`src/rtl/logic_unit_arbiter.sv`:
```
// logic_unit_arbiter: round-robin share of one bitwise logic unit between two requesters
module logic_unit_arbiter #(
    parameter int DATA_WIDTH = 32,
    parameter int CNT_WIDTH  = 16
) (
    input  logic                  CLK,
    input  logic                  RST,
    input  logic                  REQ0,
    input  logic [1:0]            OP0,
    input  logic [DATA_WIDTH-1:0] A0,
    input  logic [DATA_WIDTH-1:0] B0,
    input  logic                  REQ1,
    input  logic [1:0]            OP1,
    input  logic [DATA_WIDTH-1:0] A1,
    input  logic [DATA_WIDTH-1:0] B1,
    output logic                  GNT0,
    output logic                  GNT1,
    output logic                  DONE0,
    output logic                  DONE1,
    output logic [DATA_WIDTH-1:0] RESULT,
    output logic                  BUSY,
    output logic [CNT_WIDTH-1:0]  OP_COUNT
);
    typedef enum logic [1:0] {IDLE, EXEC, RESP} state_t;
    state_t state, state_nx;
    logic last, grant0, grant1;
    logic [1:0] op_q;
    logic [DATA_WIDTH-1:0] a_q, b_q, f;
    always_comb begin
        grant0   = REQ0 & (~REQ1 | last);
        grant1   = REQ1 & ~grant0;
        state_nx = state == IDLE ? ((REQ0 | REQ1) ? EXEC : IDLE) :
                   state == EXEC ? RESP : IDLE;
        f = op_q == 2'b00 ? (a_q & b_q) :
            op_q == 2'b01 ? (a_q | b_q) :
            op_q == 2'b10 ? ~(a_q | b_q) : ~a_q;
    end
    always_ff @(posedge CLK or posedge RST) begin
        if (RST) state <= IDLE;
        else     state <= state_nx;
    end
    assign BUSY = state != IDLE;
    // Operands are captured at grant so later requester-side changes cannot leak in.
    always_ff @(posedge CLK or posedge RST) begin
        if (RST) begin
            last     <= 1'b1;
            op_q     <= '0;
            a_q      <= '0;
            b_q      <= '0;
            GNT0     <= 1'b0;
            GNT1     <= 1'b0;
            DONE0    <= 1'b0;
            DONE1    <= 1'b0;
            RESULT   <= '0;
            OP_COUNT <= '0;
        end else if (state == IDLE) begin
            if (grant0 | grant1) begin
                op_q <= grant0 ? OP0 : OP1;
                a_q  <= grant0 ? A0 : A1;
                b_q  <= grant0 ? B0 : B1;
                GNT0 <= grant0;
                GNT1 <= grant1;
                last <= grant1;
            end
        end else if (state == EXEC) begin
            RESULT   <= f;
            DONE0    <= GNT0;
            DONE1    <= GNT1;
            OP_COUNT <= OP_COUNT + 1'b1;
        end else begin
            GNT0  <= 1'b0;
            GNT1  <= 1'b0;
            DONE0 <= 1'b0;
            DONE1 <= 1'b0;
        end
    end
endmodule

```
`config.mk`:
```
export PLATFORM = sky130hd
export DESIGN_NAME = logic_unit_arbiter
export DESIGN_NICKNAME = d
export VERILOG_FILES = /design/src/rtl/logic_unit_arbiter.sv
export SDC_FILE = /design/constraint.sdc
export NUM_CORES = 1
export LEC_CHECK = 0
export ABC_CLOCK_PERIOD_IN_PS = 7000
export CAP_MARGIN = 20
export CORE_MARGIN = 3
export CORE_UTILIZATION = 51
export CTS_CLUSTER_SIZE = 30
export DETAILED_ROUTE_END_ITERATION = 6
export GPL_TIMING_DRIVEN = 0
export PLACE_DENSITY = 0.84
export SYNTH_ARGS = -nofsm -noshare
export SYNTH_HDL_FRONTEND = slang
export SYNTH_SLANG_ARGS = --single-unit
export TNS_END_PERCENT = 20
```
`constraint.sdc`:
```
create_clock -name CLK -period 7 [get_ports CLK]
set_clock_uncertainty 0.05 [all_clocks]
set_input_delay 0.7 -clock CLK [delete_from_list [all_inputs] [get_ports CLK]]
set_output_delay 0.7 -clock CLK [all_outputs]
set_load 0.01 [all_outputs]
```
==> impl_metrics.ini <==
[synth]
netlist_area_sq_um = 6035
synthSimpleGateAreaFrac_pct = 11.65
ys_types = 40
synthTopCellsByArea = dfrtp_1, mux2i_1, a21oi_1, nor2_1, a2111oi_0
synth_xor_area_share_pct = 2.177
synth_warnings = 0
synth_top_cell_area_share_pct = 49.76
yosys_register_bits = 121
ys_async_sr_fraction_pct = 100.0
syn_nets = 722
synth_top_family_by_area = compound AO/OA/AOI/OAI gates
synth_edf_count = 0
synthMuxAreaShare_pct = 13.17
syn_inst = 585
synth-adder-area-share_pct = 0.2073
seq_area_frac_synth_pct = 50.20
synth_compound_area_share_pct = 17.56
ys.flop_type = dfrtp_1
syn_area_per_cell_sq_um = 10.32
synth.largest_area_cell = dfrtp_1

[clocking]
cts_hold_buf = 0
clk_latency_ns = 0.41
cts_setup_buffers = 0
clk_pin_slew_ns = 0.06
clock-sinks = 121
numCtsBuffers = 17
cts.htree.levels = 4
cts-root-buf = clkbuf_16
ctsResizeCount = 0
cts_tree = done
cts.path.max_buffers = 2

[setup_path]
cp_max_fo = 8
end_kind = output pin
arrival_ns = 1.66
criticalPathCategory = flop to output pin
crit_chain = buf_6 > nor2_2 > inv_1 > clkdlybuf4s50_1
startpoint_type = flop
required_ns = 6.25
cpPeakStageDelay_ns = 0.48
cp_slowest_cell = clkdlybuf4s50_1

[layout]
utilization_pct = 76.13
drive_above_1_share_pct = 11.54
nFillCells = 731
area_delta_synth_final_pct = 44.66
antenna_cells = 0
fin_nets = 930

[routing]
vias = 5586
drt_iter0_markers = 396
ant_nets = 0
drcViolationCount = 0
dr.pass1.iters = 6
vias_per_cell = 5.886
wl_um = 18420
avgRoutedWirePerCell_um = 19.41

[global_route]
grt_usage_pct = 28.13
grt_max_degree = 73
grt_pass1_vias = 5808
overflow = 0
antenna_found_initial = 0
grt_first_pass_wirelength_um = 28910

[timing]
fmax_mhz = 414.7
min_period_ns = 2.411
period_share_pct = 34.45
final-max-slew-violation-count = 0
setup_viol = 0
worst_pin_slew_ns = 0.5493
hold_violations = 0
rsz0062_at_grt = no
tns_ns = 0
max-slew-margin-rel_pct = 62.43
setup_slack_ns = 4.589

[placed_design]
preCtsSetupSlack_ns = 4.461
dp_hpwl_um = 13400
portBuffers = 188
place.gp.congestion = 0.8367

[floorplanning]
die_y_um = 114.8
dieArea_sq_um = 13170
initial_utilization_pct = 52.62
ios = 189
core_region_area_sq_um = 11470
num_rows = 39
die_w_um = 114.8

[outcome]
outcome = complete, no violations

[hold_path]
hold_path.class = flop to flop

[run]
maxCapViolCount = 0

[power_and_ir_drop]
finalPower_mw = 3.807
ir_drop_mv = 0.2547
power_leakage_nw = 3.799
cellPowerDensity_nw_per_um2 = 436.1
where the power goes:
group / switching (mW) / leakage [nW] / internal (mW)
Clock: 0.329 / 0.279 / 0.562
Sequential: 0.271 / 1.42 / 1.03
Combinational: 0.863 / 2.10 / 0.758
Total: 1.46 / 3.80 / 2.34
logic make-up (layout without fill, tap and decap cells):
kind of cell,Yosys count,after routing
buffers and inverters,51,272
multiplexers,78,78
flip-flops,121,121
AND/OR/NAND/NOR,147,147
XOR/XNOR,15,15
adder cells (fa/ha/maj),1,1
AO/OA/AOI/OAI,172,172
stage by stage:
step | hold slack [ns] | instances | area (sq um)
4_1_cts | 0.4322 | 949 | 8730
3_5_place_dp | 0.4180 | 917 | 8128
6_report | 0.4306 | 949 | 8730
2_1_floorplan | 0.4527 | 585 | 6035
5_1_grt | 0.4474 | 949 | 8730
3_3_place_gp | 0.4092 | 916 | 8095
placed cells by master, fill, tap and decap left out, types with 5 or more instances in the layout:
cell | Yosys | layout
buf_2 | 27 | 27
clkbuf_16 | 0 | 17
buf_6 | 9 | 9
a211oi_1 | 20 | 20
mux2i_1 | 67 | 67
a21o_1 | 20 | 20
inv_1 | 6 | 5
nor2_1 | 82 | 82
a21oi_1 | 69 | 69
xnor2_1 | 12 | 12
a2111oi_0 | 20 | 20
nor3b_1 | 20 | 20
clkbuf_1 | 6 | 7
clkdlybuf4s50_1 | 0 | 188
o21ai_0 | 35 | 35
nand2_1 | 23 | 23
clkinvlp_4 | 0 | 5
mux2_2 | 11 | 11
dfrtp_1 | 120 | 120
state kept, by name, indices dropped and copies added (netlist names):
name      count
OP_COUNT     16
DONE0         1
state         2
b_q          32
op_q          2
GNT0          1
GNT1          1
last          1
DONE1         1
RESULT       32
a_q          32
routing by layer:
layer	vias to the layer above	share of wire (%)	global-route usage (%)	wire length [um]
met1	2715	37	33.01	6867
li1	2524	-	-	-
met4	0	3.0	9.859	545
met2	291	52	49.71	9591
met5	-	0	0	0
met3	56	7.7	7.737	1418
Yosys cell counts (2+ instances only):
cell type / n
o21ai_0: 35
a211oi_1: 20
inv_1: 6
buf_6: 9
mux2_2: 11
a2111oi_0: 20
nor2_1: 82
xnor2_1: 12
clkbuf_1: 6
nor3_2: 2
nand2_1: 23
dfrtp_1: 120
xor2_1: 3
nand2b_1: 2
a21o_1: 20
buf_2: 27
buf_4: 3
mux2i_1: 67
a21oi_2: 3
a21oi_1: 69
nand3_1: 4
nor3b_1: 20
nand4_1: 3
a31oi_1: 2
worst paths after layout:
| kind | slack (ns) | endpoint | start | cells past startpoint |
|---|---|---|---|---|
| worst max-delay path | 4.59 | BUSY | state[0] | 4 |
| worst min-delay path | 0.43 | RESULT[17] | RESULT[17] | 1 |
| worst max register to register | 5.20 | RESULT[1] | op_q[1] | 5 |
| worst min register to register | 0.43 | RESULT[17] | RESULT[17] | 1 |
| max in group asynchronous | 5.55 | b_q[7] | RST | 3 |
| min in group asynchronous | 0.64 | RESULT[0] | RST | 2 |
cell type report:
| type | count | area (sq um) | share of cell area, % |
|---|---|---|---|
| timing repair buffer | 189 | 1909 | 21.87 |
| clock inverter | 14 | 172.7 | 1.978 |
| clock buffer | 18 | 429.2 | 4.916 |
| tap | 143 | 178.9 | 2.050 |
| buffer | 45 | 281.5 | 3.225 |
| inverter | 6 | 27.53 | 0.3153 |
| multi-input combinational | 413 | 2701 | 30.94 |
| sequential | 121 | 3029 | 34.70 |
critical path: cells and delay by family (launching register included):
family / cells / cell delay, ns
simple gates: 1 / 0.19
buf+inv: 3 / 0.69
flops: 1 / 0.37
(Power assumes the default switching activity.)
